[src/rtl/dcache_ctrl.sv]
// rtl/dcache_ctrl.sv - 2-way L1 data cache miss controller; optional perf counters under DCACHE_PERF_CNT_EN
module dcache_ctrl (
    input  logic        clk,
    input  logic        reset,
    input  logic        req,
    input  logic        rw,
    input  logic [31:0] addr,
    output logic        ready,
    output logic        stall,
    output logic        hit,
    output logic [7:0]  index,
    output logic        block0_rw,
    output logic        block1_rw,
    output logic        dirty_wd,
    output logic [20:0] tag_wd,
    input  logic [20:0] tag0_rd,
    input  logic [20:0] tag1_rd,
    input  logic        dirty0,
    input  logic        dirty1,
    input  logic        lru,
    input  logic        complete,
    output logic        l2_req,
    output logic        l2_rw,
    output logic [27:0] l2_addr,
    input  logic        l2_ack,
    output logic [31:0] hit_cnt,
    output logic [31:0] miss_cnt
);

    localparam logic WRITE = 1'b1;
    localparam logic READ  = 1'b0;

    localparam logic [2:0] S_IDLE       = 3'd0;
    localparam logic [2:0] S_COMPARE    = 3'd1;
    localparam logic [2:0] S_WRITE_BACK = 3'd2;
    localparam logic [2:0] S_REFILL     = 3'd3;
    localparam logic [2:0] S_UPDATE     = 3'd4;
    localparam logic [2:0] S_WAIT_CMPL  = 3'd5;

    logic [2:0]  state_q, state_d;
    logic [19:0] ltag_q;
    logic [7:0]  lindex_q;
    logic        lrw_q;
    logic        vway_q;
    logic [19:0] vtag_q;

    // The byte offset never matters to the controller: whole lines move.
    logic [3:0]  unused_offset;
    assign unused_offset = addr[3:0];

    logic hit0, hit1, any_hit;
    logic victim_valid, victim_dirty;
    logic [19:0] victim_tag;

    assign hit0    = tag0_rd[20] & (tag0_rd[19:0] == ltag_q);
    assign hit1    = tag1_rd[20] & (tag1_rd[19:0] == ltag_q);
    assign any_hit = hit0 | hit1;

    // Victim selection follows the LRU bit read for this set.
    assign victim_valid = lru ? tag1_rd[20]    : tag0_rd[20];
    assign victim_dirty = lru ? dirty1         : dirty0;
    assign victim_tag   = lru ? tag1_rd[19:0]  : tag0_rd[19:0];

    // Next-state and all controller outputs are decoded from the current state.
    always_comb begin
        state_d   = state_q;
        ready     = 1'b0;
        stall     = (state_q != S_IDLE);
        hit       = 1'b0;
        index     = (state_q == S_IDLE) ? addr[11:4] : lindex_q;
        block0_rw = READ;
        block1_rw = READ;
        dirty_wd  = 1'b0;
        tag_wd    = 21'd0;
        l2_req    = 1'b0;
        l2_rw     = READ;
        l2_addr   = 28'd0;
        case (state_q)
            S_IDLE: begin
                if (req) state_d = S_COMPARE;
            end
            S_COMPARE: begin
                if (any_hit) begin
                    // Rewriting the hit way refreshes LRU; way 0 wins a double match.
                    hit    = 1'b1;
                    tag_wd = {1'b1, ltag_q};
                    if (hit0) begin
                        block0_rw = WRITE;
                        dirty_wd  = (lrw_q == WRITE) | dirty0;
                    end else begin
                        block1_rw = WRITE;
                        dirty_wd  = (lrw_q == WRITE) | dirty1;
                    end
                    state_d = S_WAIT_CMPL;
                end else if (victim_valid & victim_dirty) begin
                    state_d = S_WRITE_BACK;
                end else begin
                    state_d = S_REFILL;
                end
            end
            S_WRITE_BACK: begin
                l2_req  = 1'b1;
                l2_rw   = WRITE;
                l2_addr = {vtag_q, lindex_q};
                if (l2_ack) state_d = S_REFILL;
            end
            S_REFILL: begin
                l2_req  = 1'b1;
                l2_rw   = READ;
                l2_addr = {ltag_q, lindex_q};
                if (l2_ack) state_d = S_UPDATE;
            end
            S_UPDATE: begin
                tag_wd   = {1'b1, ltag_q};
                dirty_wd = (lrw_q == WRITE);
                if (vway_q) block1_rw = WRITE;
                else        block0_rw = WRITE;
                state_d = S_WAIT_CMPL;
            end
            S_WAIT_CMPL: begin
                if (complete) begin
                    ready   = 1'b1;
                    state_d = S_IDLE;
                end
            end
            default: state_d = S_IDLE;
        endcase
    end

    // State register.
    always_ff @(posedge clk or negedge reset) begin
        if (!reset) state_q <= S_IDLE;
        else        state_q <= state_d;
    end

    // Latch the request on accept and the victim identity on a miss.
    always_ff @(posedge clk or negedge reset) begin
        if (!reset) begin
            ltag_q   <= 20'd0;
            lindex_q <= 8'd0;
            lrw_q    <= READ;
            vway_q   <= 1'b0;
            vtag_q   <= 20'd0;
        end else begin
            if (state_q == S_IDLE && req) begin
                ltag_q   <= addr[31:12];
                lindex_q <= addr[11:4];
                lrw_q    <= rw;
            end
            if (state_q == S_COMPARE && !any_hit) begin
                vway_q <= lru;
                vtag_q <= victim_tag;
            end
        end
    end

`ifdef DCACHE_PERF_CNT_EN
    logic [31:0] hit_cnt_q, miss_cnt_q;

    // Count every tag comparison outcome; counters wrap naturally.
    always_ff @(posedge clk or negedge reset) begin
        if (!reset) begin
            hit_cnt_q  <= 32'd0;
            miss_cnt_q <= 32'd0;
        end else if (state_q == S_COMPARE) begin
            if (any_hit) hit_cnt_q  <= hit_cnt_q + 32'd1;
            else         miss_cnt_q <= miss_cnt_q + 32'd1;
        end
    end

    assign hit_cnt  = hit_cnt_q;
    assign miss_cnt = miss_cnt_q;
`else
    assign hit_cnt  = 32'd0;
    assign miss_cnt = 32'd0;
`endif

endmodule

[config.mk]
export PLATFORM = sky130hd
export DESIGN_NAME = dcache_ctrl
export DESIGN_NICKNAME = d
export VERILOG_FILES = /design/src/rtl/dcache_ctrl.sv
export SDC_FILE = /design/constraint.sdc
export NUM_CORES = 1
export LEC_CHECK = 0
export CELL_PAD_IN_SITES_DETAIL_PLACEMENT = 1
export CELL_PAD_IN_SITES_GLOBAL_PLACEMENT = 1
export CORE_ASPECT_RATIO = 0.7
export CORE_UTILIZATION = 40
export CTS_BUF_LIST = sky130_fd_sc_hd__clkbuf_4 sky130_fd_sc_hd__clkbuf_8
export DETAILED_ROUTE_END_ITERATION = 10
export DONT_BUFFER_PORTS = 1
export GPL_ROUTABILITY_DRIVEN = 0
export PLACE_DENSITY = 0.78
export SLEW_MARGIN = 20
export SYNTH_ARGS = -nofsm -noshare
export SYNTH_HDL_FRONTEND = slang
export SYNTH_SLANG_ARGS = --single-unit
[constraint.sdc]
create_clock -name clk -period 3.7 [get_ports clk]
set_input_delay 0.555 -clock clk [delete_from_list [all_inputs] [get_ports clk]]
set_output_delay 0.555 -clock clk [all_outputs]
set_load 0.01 [all_outputs]
# Yosys cells after proc, flatten, opt, wreduce, memory -nomap -nowiden
# Index checks and enable logic that the tools add are counted.
[word_totals] in_bits=83 output_inout_bits=129 regBits=53 elab_cells=61
[op_classes] n_mux=31 bitwise=6 n_eq_ne=11 reduce_logical=7
[ops] op="case mux 28 bit (2 select lines)" n=1
[ops] op="case mux 21 bit (2 select lines)" n=1
[ops] op="equality test 20 bit" n=2
[ops] op="two-way mux 21 bit" n=1
[ops] op="two-way mux 20 bit" n=1
[ops] op="case mux 3 bit (6 select lines)" n=1
[ops] op="two-way mux 1 bit" n=17
[ops] op="two-way mux 3 bit" n=5
[ops] op="two-way mux 8 bit" n=1
[ops] op="!= test 2 bit, second input constant" n=4
[ops] op="equality test 3 x 2 -> 1 bit, second input constant" n=2
[ops] op="equality test 3 bit, second input constant" n=2
[ops] op="case mux 1 bit (2 select lines)" n=3
[ops] op="AND reduction 4 bit" n=1
[ops] op="bitwise AND 1 bit" n=3
[ops] op="equality test 3 x 1 -> 1 bit, second input constant" n=1
[ops] op="zero test 3 bit" n=1
[ops] op="OR 1 bit" n=3
[ops] op="nonzero test 3 bit" n=1
[ops] op="logical AND 1 bit" n=2
[ops] op="OR reduction 2 bit" n=1
[ops] op="zero test 1 bit" n=1

# Depth between registers and ports, before layout
# Gate-level depths: netlist of run 1.
[logic_depth] depth_word=5 ltp_mapped=7 depth_no_buf=6

# Worst setup path before layout of run 1
# No wires, ideal clock.
[synth_timing] kind="input port to output port" startpoint="input tag0_rd[14]" endpoint="output tag_wd[10]" stages=7 setup_slack_ps=728 n_path_buf=1 required_ps=3145 arrival_ps=2417 cell_sequence="xor2_1 > or4b_1 > or4b_1 > o22a_2 > o21a_4 > buf_6 > nor2b_2"
[synth_via] elab_chain_len=5
[synth_lines] element="start: declaration" line="16" text="input logic [20:0] tag0_rd,"
[synth_lines] element="equality test 20 bit" line="55" text="assign hit0 = tag0_rd[20] & (tag0_rd[19:0] == ltag_q);"
[synth_lines] element="bitwise AND 1 bit" line="55"
[synth_lines] element="OR 1 bit" line="57" text="assign any_hit = hit0 | hit1;"
[synth_lines] element="two-way mux 21 bit" line="83" text="if (any_hit) begin"
[synth_lines] element="case mux 21 bit (2 select lines)" line="78" text="case (state_q)"
[synth_lines] element="end: declaration" line="15" text="output logic [20:0] tag_wd,"
# Every way passes these cells.

# Final worst setup path of run 1
[layout_timing] startpoint="register ltag_q[14]" endpoint="output tag_wd[14]"
[layout_via] elab_chain_len=5 word_cells_on_any_way=7 classes_between="2 x eq/ne; 2 x mux; 3 x bitwise"
[layout_lines] element="start: declaration" line="41" text="logic [19:0] ltag_q;"
[layout_lines] element="start signal: assignment" line="146" text="ltag_q <= addr[31:12];"
[layout_lines] element="equality test 20 bit (on tied branches)" line="55, 56"
[layout_lines] element="bitwise AND 1 bit (on tied branches)" line="55, 56"
[layout_lines] element="OR 1 bit" line="57"
[layout_lines] element="two-way mux 21 bit" line="83"
[layout_lines] element="case mux 21 bit (2 select lines) (*)" line="78"
# Mark *: on every way between the ends. The rest lies on a longest branch, timed or not.

==> results of run 1 <==
[worst paths after layout]
path / to / slack [ns]
min in group clk: ltag_q[5] / 0.37
worst max register to register: vtag_q[3] / 0.84
worst min-delay path: ltag_q[7] / 0.07
worst max-delay path: tag_wd[14] / 0.20
max in group asynchronous: vway_q / 3.35
worst min register to register: vtag_q[5] / 0.50
[critical path, delay by kind of cell, from the launching register on]
family	cells	cell delay (ns)
simple gates	3	1.30
compound gates	2	0.62
flops	1	0.47
xor+xnor	1	0.23
[cells by family after synthesis]
kind of cell           share of synthesized area, %
buffers and inverters                          14.4
multiplexers                                   26.6
AND/OR/NAND/NOR                                15.1
flip-flops                                     32.7
other                                        0.0925
XOR/XNOR                                       8.64
AO/OA/AOI/OAI                                  2.47
[sequential cells by signal (all words and copies together) (netlist names)]
| name | flops |
|---|---|
| lindex_q | 8 |
| lrw_q | 1 |
| vway_q | 1 |
| ltag_q | 20 |
| state_q | 3 |
| vtag_q | 20 |
[per-layer routing]
metal | wire, µm | vias up
li1 | - | 1199
met5 | 0 | -
met2 | 5220 | 121
met3 | 984 | 5
met1 | 4840 | 1328
met4 | 59 | 0
[repair_timing]
| item | in CTS | in global routing |
|---|---|---|
| setup buffers | 0 | 0 |
| endpoints found under the hold margin | 53 | 0 |
| hold buffers | 1 | 0 |
| setup endpoints to repair | 0 | 0 |
| resized for setup | 0 | 0 |
[cell type report]
| class | count | area [µm²] |
|---|---|---|
| sequential | 53 | 1330 |
| clock inverter | 2 | 13.8 |
| multi-input combinational | 318 | 2380 |
| tap | 128 | 160 |
| fill | 1092 | 5710 |
| inverter | 3 | 11.3 |
| timing repair buffer | 5 | 70.1 |
| clock buffer | 6 | 82.6 |
[report_power, final]
group / total, mW / switching (mW) / internal [mW]
Clock: 0.363 / 0.211 / 0.153
Combinational: 1.90 / 1.08 / 0.823
Sequential: 1.19 / 0.304 / 0.882
Total: 3.45 / 1.59 / 1.86
[cell usage in the layout, fill, tap and decap left out, drive strengths merged, types with 3 or more instances in the layout]
master | Yosys | final
o21ai | 3 | 3
xor2 | 8 | 8
inv | 3 | 3
a21oi | 4 | 4
nand2b | 3 | 3
nor4 | 4 | 4
nand3 | 4 | 4
and2 | 11 | 11
nand2 | 5 | 5
conb | 1 | 64
buf | 71 | 5
nor2 | 30 | 30
dfrtp | 53 | 53
mux2 | 78 | 78
xnor2 | 32 | 32
mux2i | 20 | 20
nor2b | 22 | 22
nand4 | 14 | 14
clkbuf | 8 | 6
[metrics by stage]
stage               hold slack (ns)  utilization (%)  instance area, µm²  setup WS (ns)  power (mW)
floorplan                     0.259                -                4290          0.728        2.67
CTS                          0.0884             41.4                4050          0.204        3.49
global placement              0.261             40.2                3920          0.493        3.00
detailed placement            0.261             40.2                3920          0.510        3.10
finish                       0.0708             41.4                4050          0.200        3.45
global route                 0.0881             41.4                4050          0.100        3.70
==> results.md, run 1 <==
* Status: completed
* Critical-path cell list: xor2_1, or4b_1, or4b_1, o22a_2, o21a_4, nor2b_1
* Num ports at approximately 210
* Final hold viol count at 0
* Crit end category: primary output
* Synth top cells by count: buf_4 (64), mux2_2 (59), dfrtp_1 (53), xnor2_1 (32), nor2_1 (30)
* Die Area at about 11,000 µm²
* Slowest stage delay, CP at approximately 0.53 ns
* Initial Util at between 40% and 50%
* CTS sink cnt at 53
* Gate Count Post-Synth at 390
* Largest net degree at the start of global routing at 54
* Latest clock arrival within the worst-skew pair at roughly 0.32 ns
* Synthesized cell area at 4050 µm²
* Die Width at 122 µm
* Leakage power at around 1.7 nW
* Number of DRC markers in iteration 0 at 80
* Clk buf depth at 2
* Global Route Usage Sum at 21.2%
* GR Overflow Total at 0
* Ys flop type: dfrtp_1
* Number of global-route vias before repair at ~2,800
* Non-Filler Instances at 515
* Maxcap violations at 0
* Rows at 30
* Ant diodes at 0
* R2R depth at 6
* Synth Register Bits at 53
* Final setup fails at 0
* CTS buffer count at 5
* Die Span Y at between 80 and 90 µm
* Most used cell, CP: or4b_1
* Most common cell in the netlist: buf_4
* Clk pin slew, worst setup/hold paths at about 0.11 ns
* Critical Path Source: ltag_q[14]
* Setup Skew at between 0.01 and 0.015 ns
* Critical path required time at 3.14 ns
* Synth top area cells: dfrtp_1 (33%), mux2_2 (16%), buf_4 (12%)
* Slew Limit Fails at 0
* DP Wirelength at ~8400 µm
* Final period utilization at a little over nine tenths
* Post-route DRC violation count at 0
* Post-synth EDFFs at 0
* Met3 Use GR at around 6.7%
* Post-route ant nets at 0
* Vias at about 2,700
* Worst Setup Path Type: flip-flop to primary output
* Layout overhead on the synthesized area at -0.185%
* Peak VDD IR at roughly 0.29 mV
* Nets at between 400 and 500
* Worst hold path class: input pin to asynchronous set/reset pin
* R2r startpoint: ltag_q[14]
* WL per Instance at ~22 µm
* Slew @ Worst Pin at between 0.8 and 0.9 ns
* RSZ-0062 raised after global routing: false
* Placed Instances at around 510
* Yosys top cell area share at 32.7%
* Gr busiest metal: met2
* CTS tree: yes
* Core Box Area at just under 10,000 µm²
* Ys async rst share at 100%
* Synthesized area per cell at 10.4 µm²
* GR met2 Demand/Resource at roughly a third
* Slowest cell on crit path: or4b_1
* Pwr/cell area at 853 nW/µm²
* Initial antenna violation count at 0
* Post-synth top area cell: dfrtp_1
* Final WL at roughly 11,000 µm
* CTS H-tree lvls at 2
* Rel. slew slack at between 40% and 50%
* Clock root buffer: clkbuf_8
* Share of layout cells above drive strength 1 at 24.5%
* DR pass1 iterations at 4
* FMAX at approximately 0.29 GHz
* Setup TNS at 0 ns
* Worst setup SP type: flip-flop
* GR met1 Demand/Resource at 27.7%
* Post-synth cell types at 38
* Crit path DAT at roughly 3.0 ns
* Crit Path Max Fanout at 21
* Min cycle time layout at approximately 3.5 ns
* Sequential share of the synthesized area at between 30 and 40%
* Vias per cell at approximately 5
* First-pass GRT wire length at 16,400 µm
* Ys Warns at 0
* Port bufs at 0
Power figures use the tool's default switching activity.
==> run 2, diff against run 1 <==
--- a/config.mk
+++ b/config.mk
@@ -13,7 +13,7 @@
 export DETAILED_ROUTE_END_ITERATION = 10
 export DONT_BUFFER_PORTS = 1
 export GPL_ROUTABILITY_DRIVEN = 0
-export PLACE_DENSITY = 0.78
+export PLACE_DENSITY = 0.77
 export SLEW_MARGIN = 20
 export SYNTH_ARGS = -nofsm -noshare
 export SYNTH_HDL_FRONTEND = slang
==> results.md, run 2 (synthesized netlist as in run 1, its figures left out) <==
* DR pass1 iterations at 4
* Die Width at roughly 120 µm
* Slew @ Worst Pin at 0.806 ns
* Net Sw Frac at around 46%
* R2R depth at 6
* Worst setup SP type: flip-flop
* Port bufs at 0
* Critical path required time at roughly 3.1 ns
* Reg2Reg Setup Slack at 0.78 ns
* Die Span Y at roughly 86 µm
* Final period utilization at a little over nine tenths
* Setup Skew at 0.00664 ns
* Largest net degree at the start of global routing at 54
* Post-DP Area at about 3900 µm²
* Min cycle time layout at 3.58 ns
* Clk pin slew, worst setup/hold paths at 0.10 ns
* Setup TNS at 0 ns
* Slew Limit Fails at 0
* P_int at 1.85 mW
* WL per Instance at around 21 µm
* Crit Path Max Fanout at 21
* Status: completed
* Cts hold-fix bufs at 1
* Number of global-route vias before repair at ~2,800
* Worst hold path class: input pin to asynchronous set/reset pin
* Most common cell after layout, fill and taps aside: conb_1
* Vias at approximately 2,700
* Final hold viol count at 0
* Post-route DRC violation count at 0
* CTS tree: yes
* Worst Setup Path Type: flip-flop to primary output
* Rel. slew slack at a little under half
* Latest clock arrival within the worst-skew pair at between 0.3 and 0.4 ns
* Crit end category: primary output
* Clk buf depth at 2
* Global Route Usage Sum at about a fifth
* Ant diodes at 0
* GR Overflow Total at 0
* Maxcap violations at 0
* Die Area at about 11,000 µm²
* Number of DRC markers in iteration 0 at between 100 and 150
* Core Box Area at roughly 9800 µm²
* Initial Util at about two fifths
* Crit path DAT at slightly above 3 ns
* CTS buffer count at 5
* Leakage power at 1.65 nW
* Post-CTS Setup Bufs at 0
* CTS sink cnt at 53
* Final WL at ~11,000 µm
* FMAX at 0.279 GHz
* Gate power share at ~55%
* P_sw at between 1.5 and 2 mW
* DP Wirelength at 8350 µm
* Post-route ant nets at 0
* Clk pwr share at a little over a tenth
* First-pass GRT wire length at about 16,000 µm
* Clock root buffer: clkbuf_8
* Rows at 30
* Final setup fails at 0
* CTS H-tree lvls at 2
* Num ports at between 200 and 250
* Pwr/cell area at around 850 nW/µm²
* Top Registers: ltag_q (20), vtag_q (20), lindex_q (8)
* Peak VDD IR at approximately 0.35 mV
* Finished Cell Area at between 4000 and 5000 µm²
* Worst hold slack at approximately 0.094 ns
* Initial antenna violation count at 0
* Share of layout cells above drive strength 1 at about a quarter
* Nets at 469
* RSZ-0062 raised after global routing: false
* Gr busiest metal: met2
* Met3 Use GR at 5.99%
* Vias per cell at roughly 5.2
* Flop pwr share at 34.9%
* Layout overhead on the synthesized area at -0.618%
* CTS resizes at 0
* Most frequent cells in the layout: conb_1 (64), mux2_2 (59), dfrtp_1 (53)
* GR met2 Demand/Resource at 32.9%
* GR met1 Demand/Resource at roughly 28%
-- run 2: cell type report --
class | instances | area, µm²
Multi-Input combinational cell | 318 | 2380
Tap cell | 128 | 160
Timing Repair Buffer | 5 | 57.6
Clock buffer | 7 | 90.1
Sequential cell | 53 | 1330
Inverter | 3 | 11.3
Fill cell | 1088 | 5730
-- run 2: critical path, cell delays in order (launching register included) --
cell	delay, ns
dfrtp_1	0.45
xnor2_1	0.43
or4b_1	0.47
or4b_1	0.49
o22a_2	0.27
o21a_4	0.34
nor2b_1	0.25
-- run 2: final timing paths --
kind	from	endpoint
max	ltag_q[1]	tag_wd[14]
min	reset	ltag_q[19]
max reg2reg	ltag_q[1]	vtag_q[4]
min reg2reg	vtag_q[5]	vtag_q[5]
max in group asynchronous	reset	vtag_q[7]
min in group clk	lru	vway_q
-- run 2: per-layer routing --
metal | part of all wire, % | up-vias | routed length, µm
li1 | - | 1203 | -
met1 | 45 | 1355 | 4930
met2 | 46 | 118 | 4990
met3 | 7.9 | 11 | 864
met4 | 1.0 | 0 | 112
met5 | 0 | - | 0
-- run 2: stage by stage --
stage | power, mW | cells | utilization, % | setup WS, ns
after floorplan | 2.67 | 453 | - | 0.728
after global placement | 3.00 | 506 | 40.1 | 0.440
after detailed placement | 3.08 | 506 | 40.1 | 0.423
after CTS | 3.46 | 514 | 41.3 | 0.131
after global routing | 3.68 | 514 | 41.3 | 0.0470
final | 3.42 | 514 | 41.3 | 0.115
-- run 2: power by group through the flow --
| stage | combinational (mW) | clock [mW] | sequential, mW |
|---|---|---|---|
| floorplan | 1.57 | 0 | 1.11 |
| global placement | 1.83 | 0 | 1.17 |
| detailed placement | 1.87 | 0 | 1.21 |
| CTS | 1.89 | 0.372 | 1.19 |
| global route | 2.04 | 0.392 | 1.24 |
| finish | 1.87 | 0.354 | 1.19 |
